`src/rtl/alu_arbiter.sv`:
```
// alu_arbiter: shares one combinational ALU between two requesters.
// Round-robin grant, registered operands, one EXEC cycle, and a held
// response that stays valid until the owning requester accepts it.
// Only one operation is in flight at any time.
//
// Handshake rule for both channels: a transfer happens on a rising clk
// edge where valid and ready are both 1. req_ready is only ever raised in
// IDLE, for the granted requester, while its req_valid is high. rsp_valid
// is only raised in RESP, for the owner, and stays high with stable
// rsp_data/rsp_carry/rsp_zero until rsp_ready[owner] is seen at an edge.
module alu_arbiter #(
    parameter int WIDTH = 32,
    parameter int SEL_W = 4
) (
    input  logic             clk,
    input  logic             rst_n,
    input  logic [1:0]       req_valid,
    output logic [1:0]       req_ready,
    input  logic [WIDTH-1:0] req_a0,
    input  logic [WIDTH-1:0] req_a1,
    input  logic [WIDTH-1:0] req_b0,
    input  logic [WIDTH-1:0] req_b1,
    input  logic [SEL_W-1:0] req_sel0,
    input  logic [SEL_W-1:0] req_sel1,
    output logic [1:0]       rsp_valid,
    input  logic [1:0]       rsp_ready,
    output logic [WIDTH-1:0] rsp_data,
    output logic             rsp_carry,
    output logic             rsp_zero,
    output logic [WIDTH-1:0] alu_a,
    output logic [WIDTH-1:0] alu_b,
    output logic [SEL_W-1:0] alu_sel,
    input  logic [WIDTH-1:0] alu_out,
    input  logic             alu_carry,
    input  logic             alu_zero,
    output logic             busy,
    output logic             owner,
    output logic [1:0]       dbg_state
);

    typedef enum logic [1:0] {
        ST_IDLE = 2'd0,
        ST_EXEC = 2'd1,
        ST_RESP = 2'd2
    } state_t;

    state_t             r_state;
    state_t             w_state_nxt;

    logic               r_last_grant;
    logic               r_owner;
    logic [WIDTH-1:0]   r_op_a;
    logic [WIDTH-1:0]   r_op_b;
    logic [SEL_W-1:0]   r_op_sel;
    logic [WIDTH-1:0]   r_rsp_data;
    logic               r_rsp_carry;
    logic               r_rsp_zero;

    logic               w_grant;
    logic               w_accept;
    logic [WIDTH-1:0]   w_grant_a;
    logic [WIDTH-1:0]   w_grant_b;
    logic [SEL_W-1:0]   w_grant_sel;

    // Arbitration: a lone requester wins; on a tie the one not served last wins.
    always_comb begin
        w_grant = r_last_grant;
        case (req_valid)
            2'b01:   w_grant = 1'b0;
            2'b10:   w_grant = 1'b1;
            2'b11:   w_grant = ~r_last_grant;
            default: w_grant = r_last_grant;
        endcase
    end

    // Operand mux selecting the granted requester's A/B/select.
    always_comb begin
        w_grant_a   = req_a0;
        w_grant_b   = req_b0;
        w_grant_sel = req_sel0;
        if (w_grant) begin
            w_grant_a   = req_a1;
            w_grant_b   = req_b1;
            w_grant_sel = req_sel1;
        end
    end

    // FSM next-state and handshake outputs.
    always_comb begin
        w_state_nxt = r_state;
        req_ready   = 2'b00;
        rsp_valid   = 2'b00;
        w_accept    = 1'b0;
        case (r_state)
            ST_IDLE: begin
                if (req_valid[w_grant]) begin
                    req_ready[w_grant] = 1'b1;
                    w_accept           = 1'b1;
                    w_state_nxt        = ST_EXEC;
                end
            end
            ST_EXEC: begin
                w_state_nxt = ST_RESP;
            end
            ST_RESP: begin
                rsp_valid[r_owner] = 1'b1;
                if (rsp_ready[r_owner]) begin
                    w_state_nxt = ST_IDLE;
                end
            end
            default: begin
                w_state_nxt = ST_IDLE;
            end
        endcase
    end

    // FSM state register.
    always_ff @(posedge clk or negedge rst_n) begin
        if (!rst_n) begin
            r_state <= ST_IDLE;
        end else begin
            r_state <= w_state_nxt;
        end
    end

    // Grant bookkeeping: owner and round-robin pointer update on accept.
    // last_grant resets to 1 so requester 0 wins the first tie.
    always_ff @(posedge clk or negedge rst_n) begin
        if (!rst_n) begin
            r_last_grant <= 1'b1;
            r_owner      <= 1'b0;
        end else if (w_accept) begin
            r_last_grant <= w_grant;
            r_owner      <= w_grant;
        end
    end

    // Operand registers: loaded only on accept, so requesters may change
    // their inputs freely once the handshake has happened.
    always_ff @(posedge clk or negedge rst_n) begin
        if (!rst_n) begin
            r_op_a   <= '0;
            r_op_b   <= '0;
            r_op_sel <= '0;
        end else if (w_accept) begin
            r_op_a   <= w_grant_a;
            r_op_b   <= w_grant_b;
            r_op_sel <= w_grant_sel;
        end
    end

    // Response registers: capture the ALU outputs at the end of EXEC and
    // hold them unchanged through RESP.
    always_ff @(posedge clk or negedge rst_n) begin
        if (!rst_n) begin
            r_rsp_data  <= '0;
            r_rsp_carry <= 1'b0;
            r_rsp_zero  <= 1'b0;
        end else if (r_state == ST_EXEC) begin
            r_rsp_data  <= alu_out;
            r_rsp_carry <= alu_carry;
            r_rsp_zero  <= alu_zero;
        end
    end

    assign alu_a     = r_op_a;
    assign alu_b     = r_op_b;
    assign alu_sel   = r_op_sel;
    assign rsp_data  = r_rsp_data;
    assign rsp_carry = r_rsp_carry;
    assign rsp_zero  = r_rsp_zero;
    assign busy      = (r_state != ST_IDLE);
    assign owner     = r_owner;
    assign dbg_state = r_state;

endmodule

```
`config.mk`:
```
export PLATFORM = sky130hd
export DESIGN_NAME = alu_arbiter
export DESIGN_NICKNAME = d
export VERILOG_FILES = /design/src/rtl/alu_arbiter.sv
export SDC_FILE = /design/constraint.sdc
export NUM_CORES = 1
export LEC_CHECK = 0
export CORE_MARGIN = 2
export CORE_UTILIZATION = 38
export DETAILED_ROUTE_END_ITERATION = 8
export MAX_ROUTING_LAYER = met4
export PLACE_DENSITY = 0.88
export SYNTH_ARGS = -nofsm -noshare
export SYNTH_HDL_FRONTEND = slang
export SYNTH_SLANG_ARGS = --single-unit
```
`constraint.sdc`:
```
create_clock -name clk -period 1.9 [get_ports clk]
set_input_delay 0.285 -clock clk [delete_from_list [all_inputs] [get_ports clk]]
set_output_delay 0.285 -clock clk [all_outputs]
set_load 0.02 [all_outputs]
```
# Word-level counts from Yosys, hierarchy flattened
# Cells that the tools add are included.
word_totals:
  reg_bits: 106
  output_inout_bits: 110
  word_cells: 46
  inputBits: 176
op_classes:
  n_lt_le_gt_ge: 4
  n_mux: 20
  n_reduce_logical: 5
  eq_ne: 7
  n_bitwise: 1
op_table:
  columns: ["op", "n"]
  rows:
  - ["$mux 32", 2]
  - ["$mux 2", 5]
  - ["$mux 1", 8]
  - ["$eq 2x2->1 const B", 3]
  - ["$pmux 2 s3", 1]
  - ["$eq 2x1->1 const B", 2]
  - ["$lt 1x2->1 const B", 2]
  - ["$mux 4", 1]
  - ["$ne 2x2->1 const B", 2]
  - ["$pmux 1 s3", 1]
  - ["$demux 1 s1", 2]
  - ["$ge 1x1->1 const B", 2]
  - ["$logic_and 1x1->1", 2]
  - ["$logic_not 2->1", 1]
  - ["$reduce_and 2->1", 1]
  - ["$reduce_bool 2->1", 1]
  - ["$not 1->1", 1]

# Longest topological paths before layout
logic_depth:
  depth_word: 8
  mapped_depth: 6

# Worst setup path after synthesis
# Ideal clock, no wire load.
synth_timing:
  kind: "register to output"
  start: "reg r_state[1], in the netlist dbg_state[1]"
  end: "out req_ready[0]"
  slack_ps: 298
  n_path_buf: 1
  stages_incl_launch_ff: 5
  t_arrival_ps: 1317
  required_time_ps: 1615
  cell_sequence: "dfrtp_1 -> nor2_2 -> inv_2 -> a211oi_4 -> buf_6"
synth_via:
  elab_chain_len: 2
synth_lines:
  columns: ["element", "line", "text"]
  rows:
  - ["start: declaration", "47", "state_t r_state;"]
  - ["start signal: assignment", "122", "r_state <= w_state_nxt;"]
  - ["$logic_not 2->1", "94", "case (r_state)"]
  - ["$mux 2", "94", null]
  - ["end: declaration", "18", "output logic [1:0] req_ready,"]
# Every way passes these cells.

# Worst setup path after layout
layout_timing:
  start: "reg r_state[1], in the netlist dbg_state[1]"
  end: "out req_ready[1]"
# Same word-level chain as after synthesis.

==> flow_summary.ini <==
[routing]
wirelength_um = 15300
num_vias = 4467
post_drt_via_cell_ratio = 4.89
drc = 11
firstDrtPassIters = 9
final_antenna_net_count = 0
drtIter0Drc = 563
wl_per_cell_um = 16.7

[synth]
synth_fp_nets = 632
ys_types = 18
synth_warnings = 0
ys_ff_latch = 106
syn_inst = 456
syn_area_per_cell_um2 = 10.4
syn_area_mm2 = 0.00476
seq_area_frac_synth_pct = 55.7

[grt]
grt_pass1_vias = 4844
grt_first_pass_wirelength_um = 23600
grt_max_degree = 69
grt_use_total_pct = 23.3
grt-ovfl-total = 0
antenna_found_initial = 0

[place]
hpwl_um = 11600
portBuffers = 285
gp_congestion = 0.857
place_inst = 896

[cells_and_area]
antenna_cells = 0
area_growth_pct = 69.9
stdcell_count = 913
fin_util_pct = 66.8
layout-drive-gt1-share_pct = 9.66
nNetsFinal = 916

[run_status]
status = complete, but fails checks
violations = DRC

[power_and_ir_drop]
powerDensity_mw_per_mm2 = 1580
cellLeakagePower_nw = 4.06
pwr-share-seq_pct = 31.7
netSwitchingFraction_pct = 39.1
intPower_mw = 7.80
power_switching_mw = 5.01
pwr-share-comb_pct = 54.6
p_total_mw = 12.8
vdd_ir_drop_max_v = 0.00102
clkPwrFrac_pct = 13.8

[sta]
rsz0062_at_grt = no
timing.fmax_mhz = 556
hold-worst-slack_ns = 0.349
slew_headroom_pct = 64.2
worstMarginPinSlew_ns = 0.536
finalHoldViolCount = 0
finalSetupViolations = 0
fin_skew_ns = 0.00983
period_share_pct = 94.7
drv_slew = 0
period_minus_slack_ns = 1.80

[floorplanning]
start_util_pct = 39.3
die_w_um = 116
die_area_mm2 = 0.0134
ios = 286
die_h_um = 116
design.core.area_mm2 = 0.0121
row_count = 40

[worst_setup_path]
required_ns = 1.62
cp-start-kind = register
crit_path_max_fanout = 4
critPathKind = register to output port
cp.arrival_ns = 1.51
setup.worst_path.end_class = output port

[clocking]
cts_buffers = 9
cts_tree = yes
path_clk_slew_ns = 0.08
clock-root-buffer = clkbuf_16
cts_sinks = 106
clockBufferDepth = 2
clkLatencyLatePin_ns = 0.34
htreeDepth = 3

[flow_run]
drv_cap = 0

[worst_hold_path]
worstHoldPathType = input pin to asynchronous set/reset pin
-- cells in the mapped netlist (all sizes together) --
cell / n / area (um^2)
a211oi: 1 / 20.0
inv: 209 / 785
nand2: 1 / 3.75
a222oi: 68 / 681
buf: 15 / 131
dfstp: 1 / 26.3
a21oi: 2 / 10.0
nor2: 3 / 13.8
dfrtp: 105 / 2630
nand2b: 2 / 12.5
o21ai: 2 / 10.0
and3: 1 / 6.26
mux2: 35 / 394
clkbuf: 11 / 41.3
-- flip-flops by register name, indices dropped and copies added, names as in the netlist --
name / count
alu_a: 32
alu_b: 32
rsp_data: 32
alu_sel: 4
dbg_state: 2
owner: 1
r_last_grant: 1
rsp_carry: 1
rsp_zero: 1
-- cells by family after synthesis --
| family | count (synthesis) | share of synthesized area [%] |
|---|---|---|
| flip-flops | 106 | 55.7 |
| buffers and inverters | 235 | 20.1 |
| multiplexers | 35 | 8.28 |
| AO/OA/AOI/OAI | 73 | 15.1 |
| AND/OR/NAND/NOR | 7 | 0.762 |
-- per-layer routing --
| layer | global-route usage, % | wire length, um |
|---|---|---|
| met2 | 40.2 | 7840 |
| met4 | 11.7 | 569 |
| met1 | 25.8 | 5700 |
| met3 | 4.13 | 1150 |
| met5 | - | 0 |
-- per-stage QoR --
| stage | TNS [ns] | area [um^2] | setup WS, ns |
|---|---|---|---|
| 2_1_floorplan | 0 | 4760 | 0.298 |
| 3_3_place_gp | -4.26 | 7810 | -0.0686 |
| 3_5_place_dp | -9.01 | 7810 | -0.174 |
| 4_1_cts | 0 | 8090 | 0.0200 |
| 5_1_grt | 0 | 8090 | 0.0113 |
| 6_report | 0 | 8090 | 0.101 |
-- repair_timing --
action / in CTS / in global routing
endpoints found under the setup margin: 5 / 24
pin swaps: 0 / 0
setup buffers: 0 / 0
endpoints found under the hold margin: 13 / 0
resized for setup: 5 / 3
hold buffers: 1 / 0
-- critical path: stages (launching register included) --
cell	delay, ns
dfrtp_1	0.41
nor2_2	0.20
and3_2	0.23
dlygate4sd2_1	0.33
-- layout make-up --
type | instances | area (um^2)
clock buffer | 9 | 225
clock inverter | 7 | 52.6
fill | 932 | 4020
inverter | 209 | 785
multi-input combinational | 115 | 1160
sequential | 106 | 2650
tap | 168 | 210
timing repair buffer | 299 | 3000
-- final timing paths --
path                                endpoint  slack [ns]  cells after the start         start
worst min-delay path                alu_a[2]        0.35                      2         rst_n
max in group asynchronous       r_last_grant        0.82                      3         rst_n
worst min register to register   rsp_data[6]        0.51                      1   rsp_data[6]
worst max register to register     alu_a[28]        0.21                      5  r_last_grant
min in group clk                   alu_a[10]        0.48                      3    req_a1[10]
worst max-delay path            req_ready[1]        0.10                      3  dbg_state[1]
-- cell usage in the layout (no fill, tap or decap), drive strengths merged --
| master | Yosys | routed |
|---|---|---|
| nand2 | 1 | 1 |
| nand2b | 2 | 2 |
| and3 | 1 | 1 |
| a211oi | 1 | 1 |
| inv | 209 | 211 |
| a222oi | 68 | 68 |
| dlygate4sd2 | 0 | 4 |
| dfrtp | 105 | 105 |
| dfstp | 1 | 1 |
| clkinvlp | 0 | 1 |
| dlygate4sd3 | 0 | 1 |
| clkbuf | 11 | 10 |
| clkinv | 0 | 4 |
| mux2 | 35 | 35 |
| buf | 15 | 14 |
| nor2 | 3 | 3 |
| clkdlybuf4s50 | 0 | 279 |
| a21oi | 2 | 2 |
| o21ai | 2 | 2 |
-- power by group through the flow --
stage	Clock [mW]	Combinational (mW)	Sequential, mW
CTS	1.80	7.03	4.06
global placement	0	6.80	4.02
global route	1.91	7.43	4.19
finish	1.76	6.99	4.06
floorplan	0	2.30	5.35
detailed placement	0	7.04	4.09
Power figures use the tool's default switching activity.
==> variant 1: new RTL, config.mk and constraints unchanged <==
`WIDTH`: 32 -> 48.
--- a/src/rtl/alu_arbiter.sv
+++ b/src/rtl/alu_arbiter.sv
@@ -9,7 +9,7 @@
 // is only raised in RESP, for the owner, and stays high with stable
 // rsp_data/rsp_carry/rsp_zero until rsp_ready[owner] is seen at an edge.
 module alu_arbiter #(
-    parameter int WIDTH = 32,
+    parameter int WIDTH = 48,
     parameter int SEL_W = 4
 ) (
     input  logic             clk,
Interface: changed (8 resized); port bits go from 286 to 414. The function was not compared with the original's and may differ.
==> variant 1 against the original RTL <==
The flow still finishes with violations (design-rule violations); worst hold slack better by 0.020 ns; sequential cell count is 48 higher; wire length is 59% higher; maximum frequency down 2.4%; synthesized area increased by 43%; cell count grew 44%; final area is 48% higher; global-route usage increased by 2.3 points; power up 54%; worst setup slack got worse by 0.044 ns; critical path type unchanged.
==> variant 1: results (changes against the original RTL) <==
stage;metric;value;unit;change
status;status;finished with violations;;
status;failing checks;design-rule violations;;
place;dpl hpwl;17.89;mm;+54%
timing;Hold Slack;0.3685;ns;+0.01995 ns
drt;Avg Vias per Cell;4.986;;+1.9%
drt;drt wl/cell;18.43;µm;+10%
yosys;Post-Syn Nets;917;;+45%
critical_path;CP max FO;3;;-1
global_routing;M1 GR Usage;0.2902;;+0.03173
global_routing;Tot GR Track Use;0.2561;;+0.02340
critical_path;Worst R2R Setup Slack;0.12;ns;-0.09 ns
critical_path;r2r endpoint;alu_b[38];;
global_routing;global-route wire length before repair;37.21;mm;+58%
power;Leakage;5.976;nW;+47%
yosys;sequential area share after synthesis;0.5642;;+0.006904
yosys;main area contributors after synthesis;dfrtp_1 56%, inv_1 17%, a222oi_1 15%;;
power;Max VDD drop;0.001472;V;+44%
yosys;synth cell count leaders;304 x inv_1, 153 x dfrtp_1, 100 x a222oi_1, 51 x mux2_2, 25 x buf_2;;
power;Clock group;0.00366;W;+110%
critical_path;Worst EP arrival;1.56;ns;+0.05 ns
final_layout;share of cells above drive strength 1;0.09871;;+0.002064
drt;DR DRC count;4;;-7
global_routing;initial antenna violation count;2;;+2
global_routing;met2 Track Usage GR;0.4297;;+0.02731
timing;worst-margin pin slew;0.4475;ns;-0.08887 ns
final_layout;Nets;1327;;+45%
drt;WL met3;1.935;mm;+68%
clock_tree;cells resized by post-CTS repair;8;;+3
drt;met1 WL;9.165;mm;+61%
clock_tree;H-tree lvl count;4;;+1
## variant 1: cell count changes after synthesis, sizes merged
| cell | unedited run | this run |
|---|---|---|
| dfrtp | 105 | 153 |
| buf | 15 | 28 |
| a222oi | 68 | 100 |
| inv | 209 | 305 |
| mux2 | 35 | 51 |
## variant 1: per-stage QoR
step | TNS, ns | utilization | cell area (µm²) | std cells
global route | 0 | 0.6724 | 11960 | 1315
floorplan | 0 | - | 6833 | 661
finish | 0 | 0.6724 | 11960 | 1315
detailed placement | -9.378 | 0.6369 | 11320 | 1280
global placement | -6.977 | 0.6369 | 11320 | 1280
CTS | 0 | 0.6721 | 11950 | 1313
## variant 1: layout make-up
cell class	count	area [µm²]
sequential	154	3855
timing repair buffer	430	4369
clock buffer	19	442.9
tap	229	286.5
clock inverter	13	181.4
multi-input combinational	163	1670
antenna	2	5.005
fill	1311	5824
inverter	305	1145
==> variant 2: new RTL, config.mk and constraints unchanged <==
Made on the original files. Put one more register stage on the output `dbg_state`, cleared by the reset. The value now appears one clock later. The other outputs are not delayed to match.
--- a/src/rtl/alu_arbiter.sv
+++ b/src/rtl/alu_arbiter.sv
@@ -171,7 +171,13 @@
     assign rsp_zero  = r_rsp_zero;
     assign busy      = (r_state != ST_IDLE);
     assign owner     = r_owner;
-    assign dbg_state = r_state;
+    always_ff @(posedge clk or negedge rst_n) begin
+        if (!rst_n) begin
+            dbg_state <= '0;
+        end else begin
+            dbg_state <= r_state;
+        end
+    end
 
 endmodule
 
Check against the original RTL: not equivalent (a bounded check fails within 4 cycles, from zero or initial values and one cycle with rst_n low).
==> variant 2 against the original RTL <==
Worst setup slack gained 0.030 ns; maximum frequency grew 1.7%; global-route usage rose by 0.11 points; final area is 1.4% lower; power is 4.9% higher; synthesized area is 4.3% lower; clock skew about the same; core utilization grew 0.44 points; worst hold slack improved by 0.050 ns; sequential cell count rose by 2; non-clock buffer count grew 3; die area is 4.1% lower; combinational power rose by 7.4%; wire length decreased by 2.6%; critical endpoint is now req_ready[0].
==> variant 2: results (changes against the original RTL) <==
stage;metric;value;unit;change
final_layout;share of cells above drive strength 1;0.1254;;+0.02876
power;Max VDD drop;0.0007544;V;-26%
yosys;Async S/R FF share, synth;1.000;;unchanged
global_routing;largest net degree at the start of global routing;46;;-33%
critical_path;critical-path cell with the highest stage delay;dfstp_2;;
yosys;sequential area share after synthesis;0.5930;;+0.03575
timing;skew final;0.009489;ns;-0.0003403 ns
drt;Avg Vias per Cell;5.488;;+12%
place;dpl hpwl;10.94;mm;-5.8%
clock_tree;worst-skew pair later-pin latency;0.34;ns;about the same
place;Port Buf Inserts;285;;unchanged
final_layout;Nets;785;;-14%
yosys;main area contributors after synthesis;dfrtp_1 59%, a221o_1 15%, o21a_1 12%;;
drt;Detailed Routing Iterations Pass 1;4;;-5
yosys;Post-Syn Nets;505;;-20%
critical_path;Worst EP arrival;1.48;ns;-0.03 ns
drt;Initial DRC Count;245;;-56%
critical_path;CP max FO;15;;+11
timing;worst-margin pin slew;0.4211;ns;-0.1153 ns
critical_path;CP max stage delay;0.54;ns;+0.13 ns
clock_tree;clk slew on worst S/H paths;0.08;ns;about the same
place;GPL Wtd Cong;0.8301;;-3.1%
drt;final WL;14.87;mm;-2.6%
critical_path;Worst R2R Setup Slack;0.34;ns;+0.13 ns
global_routing;vias in the first global route;4357;;-10%
global_routing;Tot GR Track Use;0.2338;;+0.001082
status;status;complete, no violations;;
power;Leakage;3.270;nW;-19%
power;Tot Pwr;0.01345;W;+4.9%
critical_path;Crit path max-delay family;flip-flops;;
yosys;ys flop type;dfrtp_1;;
global_routing;initial antenna violation count;0;;unchanged
yosys;synth cell count leaders;107 x dfrtp_1, 70 x o21a_1, 68 x a221o_1, 35 x mux2_2, 15 x buf_2;;
global_routing;global-route wire length before repair;22.89;mm;-3.0%
-- variant 2: kinds of logic after synthesis --
| kind of cell | Yosys count | share of synthesized area |
|---|---|---|
| multiplexers | 35 | 0.08644 |
| flip-flops | 108 | 0.5930 |
| buffers and inverters | 36 | 0.04281 |
| AO/OA/AOI/OAI | 139 | 0.2656 |
| AND/OR/NAND/NOR | 11 | 0.01207 |
-- variant 2: power breakdown --
group          switching, W  internal [W]  leakage [nW]
Clock              0.000870      0.000908         0.130
Combinational       0.00349       0.00402          1.83
Sequential         0.000699       0.00346          1.31
Total               0.00506       0.00839          3.27
-- variant 2: final timing paths --
| path | from | end | cells after the start |
|---|---|---|---|
| min in group clk | r_state[0] | dbg_state[0] | 0 |
| max in group asynchronous | rst_n | alu_a[18] | 3 |
| setup reg to reg | r_state[1] | alu_a[26] | 5 |
| setup / recovery | r_last_grant | req_ready[0] | 5 |
| hold reg to reg | r_state[0] | dbg_state[0] | 0 |
| hold / removal | rst_n | rsp_data[21] | 2 |
-- variant 2: what timing repair did --
action / in CTS / in global routing
gates resized for setup: 3 / 2
hold endpoints to repair: 25 / 0
hold buffers: 1 / 0
gates cloned: 1 / 0
setup buffers: 0 / 2
setup endpoints to repair: 4 / 2
pin swaps: 0 / 0
-- variant 2: final cells by class --
| cell class | count | area, µm² |
|---|---|---|
| timing repair buffer | 302 | 3113 |
| clock buffer | 9 | 225.2 |
| sequential | 108 | 2704 |
| fill | 846 | 3885 |
| tap | 147 | 183.9 |
| clock inverter | 7 | 60.06 |
| multi-input combinational | 185 | 1679 |
| inverter | 3 | 11.26 |
-- variant 2: metrics by stage --
step	utilization	instance area (µm²)	hold WS, ns	worst slack, ns	cells
6_report	0.6725	7976	0.3986	0.1318	761
5_1_grt	0.6725	7976	0.4286	0.04784	761
4_1_cts	0.6706	7954	0.4055	0.01549	759
3_5_place_dp	0.6427	7624	0.2316	0.02438	741
3_3_place_gp	0.6427	7624	0.2270	0.06301	741
2_1_floorplan	-	4559	-0.01059	0.4124	329
-- variant 2: routing by layer --
metal,part of all wire,GRT usage,up-vias,wire (µm)
li1,-,-,1840,-
met1,0.39,0.2793,2068,5831
met2,0.51,0.4008,241,7576
met3,0.080,0.04729,27,1195
met4,0.018,0.07236,0,267
met5,0,-,-,0
